===== src/rtl/display_scan_mux_pkg.sv =====
// Shared constants and width helper for the display scan multiplexer slice.
// Package name is disp_pkg; all display files import it.
package disp_pkg;

  localparam int NIBBLE_W            = 4;
  localparam int MAX_DIGITS          = 8;
  localparam int DEFAULT_REFRESH_DIV = 50000;

  // Ceil-log2 width for a counter holding 0..n-1, never narrower than 1 bit.
  function automatic int cnt_width(input int n);
    int w;
    w = 1;
    while ((1 << w) < n) w++;
    return w;
  endfunction

endpackage


===== src/rtl/display_scan_mux_if.sv =====
// Bus between the value producer and the display scan multiplexer.
// load is a single-cycle qualifier on value with no ready: the mux always accepts it.
interface display_scan_mux_if
  import disp_pkg::*;
#(
  parameter int NUM_DIGITS = 4
);

  logic [NIBBLE_W*NUM_DIGITS-1:0] value;
  logic                           load;
  logic                           pending;
  logic                           frame_start;
  logic [NIBBLE_W-1:0]            hex;
  logic [NUM_DIGITS-1:0]          digit_en;

  modport master (
    output value,
    output load,
    input  pending,
    input  frame_start,
    input  hex,
    input  digit_en
  );

  modport slave (
    input  value,
    input  load,
    output pending,
    output frame_start,
    output hex,
    output digit_en
  );

endinterface


===== src/rtl/display_scan_mux_prescaler.sv =====
// Refresh prescaler: tick is high for one cycle out of every REFRESH_DIV.
// tick is decoded straight from the count register.
module refresh_prescaler
  import disp_pkg::*;
#(
  parameter int REFRESH_DIV = DEFAULT_REFRESH_DIV
) (
  input  logic clk,
  input  logic reset,
  output logic tick
);

  localparam int            CW   = cnt_width(REFRESH_DIV);
  localparam logic [CW-1:0] LAST = CW'(REFRESH_DIV - 1);

  logic [CW-1:0] cnt;

  assign tick = (cnt == LAST);

  always_ff @(posedge clk) begin
    if (reset) begin
      cnt <= '0;
    end else if (tick) begin
      cnt <= '0;
    end else begin
      cnt <= cnt + CW'(1);
    end
  end

endmodule


===== src/rtl/display_scan_mux.sv =====
// Time-multiplexes a multi-digit hex value onto one seven-segment decoder.
// Optional leading-zero blanking: define DISPLAY_SCAN_MUX_ZERO_BLANK_EN.
module display_scan_mux
  import disp_pkg::*;
#(
  parameter int NUM_DIGITS  = 4,
  parameter int REFRESH_DIV = DEFAULT_REFRESH_DIV
) (
  input  logic               clk,
  input  logic               reset,
  display_scan_mux_if.slave  bus
);

  localparam int            IW       = cnt_width(NUM_DIGITS);
  localparam int            DW       = NIBBLE_W * NUM_DIGITS;
  localparam logic [IW-1:0] LAST_IDX = IW'(NUM_DIGITS - 1);

  logic          tick;
  logic          wrap;
  logic [IW-1:0] idx;
  logic [DW-1:0] shadow;
  logic [DW-1:0] disp;
  logic          pending_q;
  logic          frame_start_q;
  logic          blank;

  refresh_prescaler #(
    .REFRESH_DIV (REFRESH_DIV)
  ) u_prescaler (
    .clk   (clk),
    .reset (reset),
    .tick  (tick)
  );

  assign wrap = tick && (idx == LAST_IDX);

  always_ff @(posedge clk) begin
    if (reset) begin
      idx           <= '0;
      frame_start_q <= 1'b0;
    end else begin
      frame_start_q <= wrap;
      if (wrap) begin
        idx <= '0;
      end else if (tick) begin
        idx <= idx + IW'(1);
      end
    end
  end

  // A load in the commit cycle lands in shadow after the old shadow moves to
  // disp, so the later pending assignment keeps the new value queued.
  always_ff @(posedge clk) begin
    if (reset) begin
      shadow    <= '0;
      disp      <= '0;
      pending_q <= 1'b0;
    end else begin
      if (wrap && pending_q) begin
        disp      <= shadow;
        pending_q <= 1'b0;
      end
      if (bus.load) begin
        shadow    <= bus.value;
        pending_q <= 1'b1;
      end
    end
  end

  always_comb begin
    blank = 1'b0;
`ifdef DISPLAY_SCAN_MUX_ZERO_BLANK_EN
    if (idx != '0) begin
      blank = ((disp >> (int'(idx) * NIBBLE_W)) == '0);
    end
`endif
    bus.hex         = disp[int'(idx) * NIBBLE_W +: NIBBLE_W];
    bus.digit_en    = blank ? '0 : (NUM_DIGITS'(1) << idx);
    bus.pending     = pending_q;
    bus.frame_start = frame_start_q;
  end

endmodule


===== src/flat_wrapper.sv =====
// flat-port wrapper written by rule: the top's interface ports become plain ports
module display_scan_mux_flat import disp_pkg::*;
#(
  parameter int NUM_DIGITS  = 4,
  parameter int REFRESH_DIV = DEFAULT_REFRESH_DIV
)
  (clk, reset, bus_value, bus_load, bus_pending, bus_frame_start, bus_hex, bus_digit_en);
  display_scan_mux_if #(.NUM_DIGITS(NUM_DIGITS)) bus_i ();
  input  logic clk;
  input  logic reset;
  input wire logic [$bits(bus_i.value)-1:0] bus_value;
  input wire logic [$bits(bus_i.load)-1:0] bus_load;
  output wire logic [$bits(bus_i.pending)-1:0] bus_pending;
  output wire logic [$bits(bus_i.frame_start)-1:0] bus_frame_start;
  output wire logic [$bits(bus_i.hex)-1:0] bus_hex;
  output wire logic [$bits(bus_i.digit_en)-1:0] bus_digit_en;
  assign bus_i.value = bus_value;
  assign bus_i.load = bus_load;
  assign bus_pending = bus_i.pending;
  assign bus_frame_start = bus_i.frame_start;
  assign bus_hex = bus_i.hex;
  assign bus_digit_en = bus_i.digit_en;
  display_scan_mux #(.NUM_DIGITS(NUM_DIGITS), .REFRESH_DIV(REFRESH_DIV)) u_core (.clk(clk), .reset(reset), .bus(bus_i));
endmodule

===== config.mk =====
export PLATFORM = sky130hd
export DESIGN_NAME = display_scan_mux_flat
export DESIGN_NICKNAME = d
export VERILOG_FILES = /design/src/rtl/display_scan_mux_pkg.sv /design/src/rtl/display_scan_mux_if.sv /design/src/rtl/display_scan_mux_prescaler.sv /design/src/rtl/display_scan_mux.sv /design/src/flat_wrapper.sv
export SDC_FILE = /design/constraint.sdc
export NUM_CORES = 1
export LEC_CHECK = 0
export CAP_MARGIN = 20
export CORE_AREA = 8 8 97 99
export DETAILED_ROUTE_END_ITERATION = 12
export DIE_AREA = 0 0 105 107
export GPL_TIMING_DRIVEN = 0
export PLACE_DENSITY = 0.54
export SYNTH_ARGS = -nofsm -noshare
export SYNTH_HDL_FRONTEND = slang
export SYNTH_HIERARCHICAL = 1
export SYNTH_SLANG_ARGS = --single-unit

===== constraint.sdc =====
create_clock -name clk -period 1.91 [get_ports clk]
set_input_delay 0.4775 -clock clk [delete_from_list [all_inputs] [get_ports clk]]
set_output_delay 0.4775 -clock clk [all_outputs]
set_load 0.02 [all_outputs]

Yosys cells after proc, flatten, opt, wreduce, memory -nomap -nowiden

Index checks and enable logic that the tools add are counted.
Widths: inputs -> output; s select.

Bits in registers: 52
Input port bits: 19
Output and inout port bits: 10
Logic and storage cells: 19

Add/subtract/negate cells: 2
Eq/ne operators: 2
Shift operators: 2
Multiplexer cells: 2
Reduce and logical (&&, ||, !) cells: 5

Operator list:

| kind                  | count |
|---|---|
| $add 16x1->16 const B | 1 |
| $eq 16x16->1 const B  | 1 |
| $shiftx 16x5->4       | 1 |
| $reduce_or 2->1       | 2 |
| $shl 1x2->4 const A   | 1 |
| $add 2x1->2 const B   | 1 |
| $eq 2x2->1 const B    | 1 |
| $logic_and 1x1->1     | 2 |
| $mux 1                | 2 |
| $reduce_bool 2->1     | 1 |

Longest topological paths before layout

Gate-level depths: netlist of run 1.

Depth after elaboration: 5
Gate-level depth with buffers: 7
Gate-level depth less buffers: 5

By module

Netlist of run 1, hierarchy kept.

Modules (own cells, without submodules):

| module            | times used | cells each | area an instance (um^2) | seq. area each (um^2) |
|---|---|---|---|---|
| display_scan_mux  | 1          | 147        | 1591.5                  | 720.7 |
| refresh_prescaler | 1          | 81         | 710.7                   | 320.3 |

Least setup slack after synthesis of run 1

OpenSTA, ideal clock, no wires.

Path kind: register to register
Start point: reg u_core.u_prescaler.cnt[0]
End point: reg u_core.disp[10]
Setup time: 72 ps
Data arrival time: 1672 ps
Required time: 1838 ps
Slack: 167 ps
Stages on the path, launching flop included: 8
Path buffers: 2
Clock period less this slack: 1743 ps
Cells stage by stage: dfxtp_1 > ha_1 > nand4_2 > and4b_1 > and3_1 > buf_6 > buf_12 > mux2i_1

Longest elaborated chain between the ends: 3

Ends and longest elaborated chain:

| what                     | RTL line                         | source |
|---|---|---|
| start: declaration       | display_scan_mux_prescaler.sv:16 | `logic [CW-1:0] cnt;` |
| start signal: assignment | display_scan_mux_prescaler.sv:26 | `cnt <= cnt + CW'(1);` |
| $eq 16x16->1             | display_scan_mux_prescaler.sv:18 | `assign tick = (cnt == LAST);` |
| via u_core.tick          | display_scan_mux.sv:18           | `logic tick;` |
| $logic_and 1x1->1        | display_scan_mux.sv:35           | `assign wrap = tick && (idx == LAST_IDX);` |
| $logic_and 1x1->1        | display_scan_mux.sv:59           | `if (wrap && pending_q) begin` |
| end signal: assignment   | display_scan_mux.sv:60           | `disp <= shadow;` |
| end: declaration         | display_scan_mux.sv:22           | `logic [DW-1:0] disp;` |

The timed path passes the listed nets, and every way through them passes these cells.
A chain may end at the register's enable or synchronous reset.

Final worst setup path of run 1

Start point: reg u_core.idx[0]
End point: out bus_hex[3]

Longest elaborated chain between the ends: 1

Ends and longest elaborated chain:

| what                     | RTL line               | source |
|---|---|---|
| start: declaration       | display_scan_mux.sv:20 | `logic [IW-1:0] idx;` |
| start signal: assignment | display_scan_mux.sv:46 | `idx <= idx + IW'(1);` |
| $shiftx 16x5->4          | display_scan_mux.sv:77 | `bus.hex = disp[int'(idx) * NIBBLE_W +: NIBBLE_W];` |
| end: declaration         | flat_wrapper.sv:15     | `output wire logic [$bits(bus_i.hex)-1:0] bus_hex;` |

No other way between the ends.

==> flow_summary.ini, run 1 <==
[run_status]
status = complete, but fails checks
violations = negative setup slack

[worst_setup_path]
cp.required_ps = 1430
cp-start-kind = register
cp_max_fo = 4
slowest_stage = mux4_2
endpoint_kind = primary output
critPathMostFrequentCell = buf_6
critPathBufInv = 3
cp_top_family = multiplexers
crit_chain = buf_6, buf_6, mux4_2, buf_6
crit_arrival_ps = 1510
critPathMaxStageDelay_ps = 490
worstSetupPathType = register to primary output

[flow_run]
maxCapViolCount = 0

[detailed_routing]
wl_per_cell_um = 12.82
ant_nets = 0
drtIter0Drc = 62
remaining_drc_errors = 0
drt-total-wl_um = 4806
viasPerCell = 4.280
num_vias = 1605
drt-pass1-iter-count = 4

[global_route]
grt_use_met1_pct = 11.41
grt_max_degree = 16
grt_pass1_vias = 1629
antenna_found_initial = 0
met3_usage_pct = 2.280
overflow = 0
busiest_layer = met2
grtUsageMet2_pct = 14.39
grt_pass1_wl_um = 8162
grtUsageTotal_pct = 8.911

[finish]
final_cell_mix = dfxtp_1 (49), nor2_1 (37), nand2b_1 (34)
final_area_sq_um = 2887
drive_gt1_share_pct = 14.44
syn2layout_area_growth_pct = 25.38
antennaDiodeCount = 0
finalNetCount = 293
final_common_cell = dfxtp_1

[floorplanning]
initial_utilization_pct = 29.04
core_area_sq_um = 7928
row_count = 33
dieArea_sq_um = 11240
fp.dieW_um = 105
die_h_um = 107
ios = 29

[sta]
drv_slew = 0
fmax_mhz = 502.5
period_minus_slack_ps = 1990
rsz0062_at_grt = yes
worst_pin_slew_ps = 415.3
slew_headroom_pct = 72.32
fin_tns_setup_ps = -227.7
hold_viol = 0
finalClockSkew_ps = 8.633
setup_slack_ps = -79.98
fin_crit_sh_pct = 104.2
setup_violations = 3
whs_ps = 469.8

[placed_design]
gp_congestion = 0.7297
portBuffers = 27
pre_cts_slack_ps = -258.9
post_dp_cell_area_sq_um = 2704
dp_hpwl_um = 3408

[pwr]
switchingPower_uw = 429.8
p_clk_share_pct = 33.8
p_comb_share_pct = 7.4
intPower_mw = 1.486
vdd_drop_max_uv = 372.5
p_sw_share_pct = 22.43
power_leakage_nw = 1.034
p_seq_share_pct = 58.9
power.density_nw_per_um2 = 663.8

[clock_tree]
cts_tree = yes
h-tree-depth = 2
holdBufCountCts = 0
clock_path_buffers = 2
clock_latency_ps = 300
cts_root_buffer = clkbuf_8
clkSinkCount = 52
numCtsBuffers = 5
cts.clk_slew.worst_paths_ps = 90

[logic_synthesis]
synthesis.area_sq_um = 2302
synth.avg_cell_area_sq_um = 10.10
yosys_warnings = 6
syn_inst = 228
synth_seq_area_share_pct = 45.22
synth.ff_latch_count = 52
yosysUniqueCellTypes = 28
syn_nets = 252

[worst_hold_path]
hold_class = register to register
==> repair_timing <==
item                       in CTS  in global routing
buffers inserted                6                  1
resized for setup              35                 10
hold endpoints to repair        0                  0
gates cloned                    0                  0
setup endpoints to repair      18                 26
==> cells by family (layout without fill, tap and decap cells) <==
group,Yosys count,in the layout,synth area share (%)
AOI/OAI and AO/OA,4,4,1.196
xor gates and xnor gates,14,14,5.326
adders and majority gates,5,5,2.717
buffers and inverters,17,59,4.674
DFF,52,52,45.22
muxes,36,36,17.83
and+or+nand+nor,100,100,23.04
==> flip-flops by register name, indices dropped and copies added, names as in the netlist <==
name                    cells
u_core/u_prescaler/cnt     16
u_core/disp                16
u_core/idx                  2
u_core/bus.pending          1
u_core/bus.frame_start      1
u_core/shadow              16
==> worst paths after layout <==
check	start	to	slack [ps]	cells past startpoint
setup / recovery	u_core/idx[0]$_SDFFE_PP0P_	bus_hex[3]	-80	4
hold / removal	u_core/u_prescaler/cnt[0]$_SDFF_PP0_	u_core/u_prescaler/cnt[0]$_SDFF_PP0_	470	1
setup reg to reg	u_core/u_prescaler/cnt[1]$_SDFF_PP0_	u_core/disp[7]$_SDFFE_PP0P_	110	7
hold reg to reg	u_core/u_prescaler/cnt[0]$_SDFF_PP0_	u_core/u_prescaler/cnt[0]$_SDFF_PP0_	470	1
==> power by group through the flow <==
stage | clock network [mW] | registers, mW | logic, mW
after floorplan | 0 | 1.15 | 0.0805
after global placement | 0 | 1.15 | 0.141
after detailed placement | 0 | 1.15 | 0.142
after CTS | 0.688 | 1.13 | 0.143
after global routing | 0.719 | 1.13 | 0.159
final | 0.647 | 1.13 | 0.141
==> cell usage after synthesis <==
library cell | count | area [sq um]
dfxtp_1 | 52 | 1041
nor2_1 | 37 | 138.9
nand2b_1 | 34 | 212.7
mux2i_1 | 32 | 320.3
xnor2_1 | 13 | 113.9
ha_1 | 5 | 62.56
inv_1 | 5 | 18.77
nand2_1 | 5 | 18.77
nand3_1 | 5 | 25.02
buf_2 | 4 | 20.02
clkbuf_1 | 4 | 15.01
mux4_2 | 4 | 90.09
nor3_1 | 4 | 20.02
nor4_1 | 4 | 25.02
buf_6 | 3 | 33.78
nand4_1 | 3 | 18.77
a21oi_1 | 2 | 10.01
nor4bb_1 | 2 | 20.02
a21boi_0 | 1 | 7.510
and3_1 | 1 | 6.260
and4b_1 | 1 | 10.01
buf_12 | 1 | 20.02
nand3b_1 | 1 | 7.510
nand4_2 | 1 | 12.51
o21ba_2 | 1 | 10.01
or2_1 | 1 | 6.260
or3b_1 | 1 | 8.760
xor2_1 | 1 | 8.760
==> worst register-to-register path: stages, from the launching register on <==
cell     delay, ps
dfxtp_1        390
ha_4           180
nand4_4        140
and4b_2        340
and3_1         170
buf_6          150
buf_12         150
mux2i_1        200
==> final cells by class <==
type,count,area [sq um]
Buffer,12,95.09
Clock buffer,7,86.33
Clock inverter,1,7.507
Fill cell,837,5041
Inverter,5,18.77
Multi-Input combinational cell,159,1176
Sequential cell,52,1047
Tap cell,105,131.4
Timing Repair Buffer,34,324.1
==> stage by stage <==
step	total power, mW	instances	utilization [%]
finish	1.916	375	36.41
global route	2.010	375	36.41
CTS	1.958	374	36.06
detailed placement	1.295	360	34.11
global placement	1.293	360	34.11
floorplan	1.230	228	-
==> routing by layer <==
layer | wire (um) | vias to the layer above
met5 | 0 | -
li1 | - | 840
met2 | 2262 | 24
met4 | 46 | 0
met3 | 187 | 4
met1 | 2310 | 737
Note: power is estimated with default switching activity, not from simulation.
==> inputs of run 2 (changes only) <==
CORE_AREA = 2 2 91 93   (was 8 8 97 99)
DIE_AREA = 0 0 93 95   (was 0 0 105 107)
==> flow_summary.ini, run 2 (synthesis gave the netlist of run 1 again) <==
[run_status]
status = complete, but fails checks
violations = negative setup slack

[placed_design]
portBuffers = 27
pre_cts_slack_ps = -253.9
dp_hpwl_um = 3220
post_dp_cell_area_sq_um = 2704
gp_congestion = 0.7519

[detailed_routing]
drt-total-wl_um = 4524
ant_nets = 0
drt-pass1-iter-count = 4
wl_per_cell_um = 12.10
drtIter0Drc = 46
viasPerCell = 4.262
remaining_drc_errors = 0
num_vias = 1594

[global_route]
grt_pass1_vias = 1572
overflow = 0
antenna_found_initial = 0
grtUsageTotal_pct = 11.10
grt_max_degree = 16
grt_pass1_wl_um = 7603

[sta]
slew_headroom_pct = 70.73
fin_crit_sh_pct = 103.7
fin_tns_setup_ps = -73.15
whs_ps = 472.6
setup_violations = 2
hold_viol = 0
period_minus_slack_ps = 1981
rsz0062_at_grt = yes
finalClockSkew_ps = 9.613
fmax_mhz = 504.8
setup_slack_ps = -71.15
drv_slew = 0
worst_pin_slew_ps = 439.1

[worst_setup_path]
endpoint_kind = primary output
cp_max_fo = 5
cp-start-kind = register
startpoint = u_core/idx[0]$_SDFFE_PP0P_
r2r_end = u_core/disp[5]$_SDFFE_PP0P_
endpoint = bus_hex[2]
reg2reg_depth = 7
cp.required_ps = 1430
timing.rr.start = u_core/u_prescaler/cnt[0]$_SDFF_PP0_
worstSetupPathType = register to primary output
crit_arrival_ps = 1500
r2r_setup_slack_ps = 110

[floorplanning]
dieArea_sq_um = 8835
die_h_um = 95
core_area_sq_um = 7928
fp.dieW_um = 93
initial_utilization_pct = 29.04
row_count = 33
ios = 29

[finish]
n_fill_cell = 828
final_common_cell = dfxtp_1
regArea_sq_um = 1046
drive_gt1_share_pct = 13.75
final_cell_mix = dfxtp_1 (50), nor2_1 (37), nand2b_1 (34)
antennaDiodeCount = 0
final_area_sq_um = 2887
multi_input_area_sq_um = 1176
top_regs = u_core/disp x16, u_core/shadow x16, u_core/u_prescaler/cnt x16
syn2layout_area_growth_pct = 25.38
finalNetCount = 292
final_util_pct = 36.41

[clock_tree]
cts_tree = yes
h-tree-depth = 2
cts_root_buffer = clkbuf_8
numCtsBuffers = 5
clock_path_buffers = 2
cts.clk_slew.worst_paths_ps = 90
clock_latency_ps = 300
clkSinkCount = 52

[flow_run]
maxCapViolCount = 0

[pwr]
power_leakage_nw = 1.042
power.density_nw_per_um2 = 695.0
vdd_drop_max_uv = 325.0

[worst_hold_path]
hold_class = register to register
==> run 2: changes by cell type in the layout (fill, tap and decap cells not counted), sizes merged <==
cell and delta:
buf -1, clkdlybuf4s15 -1, clkinvlp -1, dlygate4sd2 +1, bufinv +1, clkbuf -1, clkinv +1
==> run 2: metrics by stage <==
stage | instances | total power, mW
4_1_cts | 373 | 2.038
3_5_place_dp | 360 | 1.293
3_3_place_gp | 360 | 1.293
5_1_grt | 374 | 2.105
2_1_floorplan | 228 | 1.230
6_report | 374 | 2.006
==> run 2: cell type report <==
cell class	count	area share (%)
Inverter	5	0.6502
Multi-Input combinational cell	159	40.75
Buffer	12	3.294
Clock inverter	2	1.214
Clock buffer	6	2.514
Tap cell	105	4.551
Timing Repair Buffer	33	10.79
Sequential cell	52	36.24
==> run 2: report_power, final <==
part           total (mW)  switching [mW]  internal (mW)
Combinational       0.142          0.0595         0.0820
Sequential           1.13          0.0187           1.11
Clock               0.737           0.348          0.389
==> run 2: how the worst min path moves through the flow <==
| stage | startpoint | end | slack [ps] | cells after the start |
|---|---|---|---|---|
| 4_1_cts | u_core/shadow[9]$_SDFFE_PP0P_ | u_core/disp[9]$_SDFFE_PP0P_ | 480 | 2 |
| 3_3_place_gp | u_core/u_prescaler/cnt[0]$_SDFF_PP0_ | u_core/u_prescaler/cnt[0]$_SDFF_PP0_ | 450 | 1 |
| 6_report | u_core/disp[7]$_SDFFE_PP0P_ | u_core/disp[7]$_SDFFE_PP0P_ | 470 | 2 |
| 3_5_place_dp | u_core/u_prescaler/cnt[0]$_SDFF_PP0_ | u_core/u_prescaler/cnt[0]$_SDFF_PP0_ | 460 | 1 |
| 2_1_floorplan | u_core/u_prescaler/cnt[0]$_SDFF_PP0_ | u_core/u_prescaler/cnt[0]$_SDFF_PP0_ | 430 | 1 |
| 5_1_grt | u_core/disp[1]$_SDFFE_PP0P_ | u_core/disp[1]$_SDFFE_PP0P_ | 490 | 2 |
==> run 2: worst max-delay path, stage by stage (launching register included) <==
cell and delay, ps:
dfxtp_2 340, buf_6 130, buf_6 100, mux4_2 490, buf_6 150
==> run 2: metal layers <==
metal / vias to the layer above / GRT usage, % / wire length (um)
met1: 734 / 13.90 / 2233
met4: 0 / 3.676 / 35
li1: 841 / - / -
met3: 2 / 3.113 / 159
met5: - / 0 / 0
met2: 17 / 18.48 / 2096
==> run 2: repair_timing <==
action / CTS / global route
setup endpoints to repair: 18 / 25
hold buffers: 0 / 0
buffers inserted: 5 / 1
gates resized for setup: 32 / 10
pin swaps: 0 / 0
==> inputs of run 3 (changes only) <==
RECOVER_POWER = 50   (was not set)
==> flow_summary.ini, run 3 (synthesis gave the netlist of run 1 again) <==
[finish]
top_regs = u_core/disp x16, u_core/shadow x16, u_core/u_prescaler/cnt x16
finalNetCount = 292
syn2layout_area_growth_pct = 24.67
final_common_cell = dfxtp_1
final_util_pct = 36.21
final_cell_mix = dfxtp_1 (50), nor2_1 (37), nand2b_1 (34)
drive_gt1_share_pct = 13.38
antennaDiodeCount = 0

[pwr]
p_comb_share_pct = 6.9
p_seq_share_pct = 56.2
switchingPower_uw = 424.9
p_sw_share_pct = 21.22
p_clk_share_pct = 36.9
power_leakage_nw = 1.047
intPower_mw = 1.578
vdd_drop_max_uv = 326.3
power.density_nw_per_um2 = 697.8

[worst_setup_path]
reg2reg_depth = 7
endpoint_kind = primary output
r2r_end = u_core/disp[5]$_SDFFE_PP0P_
worstSetupPathType = register to primary output
cp_max_fo = 5
r2r_setup_slack_ps = 0
timing.rr.start = u_core/u_prescaler/cnt[0]$_SDFF_PP0_
startpoint = u_core/idx[0]$_SDFFE_PP0P_
cp.required_ps = 1430
crit_arrival_ps = 1500
endpoint = bus_hex[2]
cp-start-kind = register

[floorplanning]
ios = 29
fp.dieW_um = 93
initial_utilization_pct = 29.04
core_area_sq_um = 7928
dieArea_sq_um = 8835
row_count = 33
die_h_um = 95

[run_status]
violations = negative setup slack
status = complete, but fails checks

[worst_hold_path]
hold_class = register to register

[detailed_routing]
wl_per_cell_um = 12.04
wl_met1_um = 2217
remaining_drc_errors = 0
viasPerCell = 4.257
met2_length_um = 2093
highest_layer = met4
drt-total-wl_um = 4502
ant_nets = 0
drtIter0Drc = 53
num_vias = 1592
wl_met3_um = 154
drt-pass1-iter-count = 6

[global_route]
grt_max_degree = 16
overflow = 0
grtUsageTotal_pct = 11.10
grt_pass1_wl_um = 7603
antenna_found_initial = 0
grt_pass1_vias = 1572

[clock_tree]
clkSinkCount = 52
holdBufCountCts = 0
cts.clk_slew.worst_paths_ps = 90
h-tree-depth = 2
numCtsBuffers = 5
cts_tree = yes
cts_root_buffer = clkbuf_8
clock_path_buffers = 2
clock_latency_ps = 300

[sta]
setup_slack_ps = -72.24
drv_slew = 0
setup_violations = 2
worst_pin_slew_ps = 442.2
period_minus_slack_ps = 1982
slew_headroom_pct = 70.52
fin_crit_sh_pct = 103.8
rsz0062_at_grt = yes
hold_viol = 0
finalClockSkew_ps = 9.706
fmax_mhz = 504.5

[flow_run]
maxCapViolCount = 0

[placed_design]
gp_congestion = 0.7519
dp_hpwl_um = 3220
portBuffers = 27
pre_cts_slack_ps = -253.9
-- run 3: cell count changes in the layout (fill, tap and decap cells not counted) --
| cell | change |
|---|---|
| buf_6 | -1 |
| buf_2 | -2 |
| clkdlybuf4s50_1 | -2 |
| ha_4 | -1 |
| dlygate4sd3_1 | +2 |
| ha_1 | +1 |
| clkbuf_2 | +2 |
| clkbuf_4 | +1 |
-- run 3: worst min-delay path by stage --
stage | from | to | cells after the start
floorplan | u_core/u_prescaler/cnt[0]$_SDFF_PP0_ | u_core/u_prescaler/cnt[0]$_SDFF_PP0_ | 1
global placement | u_core/u_prescaler/cnt[0]$_SDFF_PP0_ | u_core/u_prescaler/cnt[0]$_SDFF_PP0_ | 1
detailed placement | u_core/u_prescaler/cnt[0]$_SDFF_PP0_ | u_core/u_prescaler/cnt[0]$_SDFF_PP0_ | 1
CTS | u_core/shadow[9]$_SDFFE_PP0P_ | u_core/disp[9]$_SDFFE_PP0P_ | 2
global route | u_core/disp[1]$_SDFFE_PP0P_ | u_core/disp[1]$_SDFFE_PP0P_ | 2
finish | u_core/disp[7]$_SDFFE_PP0P_ | u_core/disp[7]$_SDFFE_PP0P_ | 2
-- run 3: layout make-up --
type | count | area, sq um
fill | 832 | 5057
multi-input combinational | 159 | 1164
sequential | 52 | 1046
timing repair buffer | 33 | 311.5
tap | 105 | 131.4
buffer | 12 | 91.34
clock buffer | 6 | 72.57
clock inverter | 2 | 35.03
inverter | 5 | 18.77
-- run 3: repair_timing --
item	in CTS	in global routing
gates cloned	0	0
setup buffers	5	1
endpoints found under the setup margin	18	25
resized for setup	32	10
-- run 3: per-layer routing --
| metal | track usage, % | vias to the layer above |
|---|---|---|
| met1 | 13.90 | 732 |
| met2 | 18.48 | 17 |
| met3 | 3.113 | 2 |
| met4 | 3.676 | 0 |
| met5 | 0 | - |
| li1 | - | 841 |
-- run 3: power groups by stage --
stage | sequential (mW) | clock, mW | combinational [mW]
after CTS | 1.13 | 0.771 | 0.142
after detailed placement | 1.15 | 0 | 0.141
final | 1.13 | 0.738 | 0.139
after floorplan | 1.15 | 0 | 0.0805
after global placement | 1.15 | 0 | 0.141
after global routing | 1.13 | 0.816 | 0.155
-- run 3: critical path: stages, from the launching register on --
cell and delay (ps):
dfxtp_2 340, buf_6 130, buf_6 100, mux4_2 490
buf_6 150
-- run 3: metrics by stage --
step           hold slack [ps]  setup TNS, ps  instance area [sq um]  power (mW)  instances
2_1_floorplan            429.9              0                   2302       1.230        228
3_3_place_gp             446.8          -2541                   2704       1.293        360
3_5_place_dp             464.4          -2655                   2704       1.293        360
4_1_cts                  478.1         -189.2                   2855       2.038        373
5_1_grt                  494.0          -1860                   2870       2.100        374
6_report                 472.3         -75.59                   2870       2.003        374
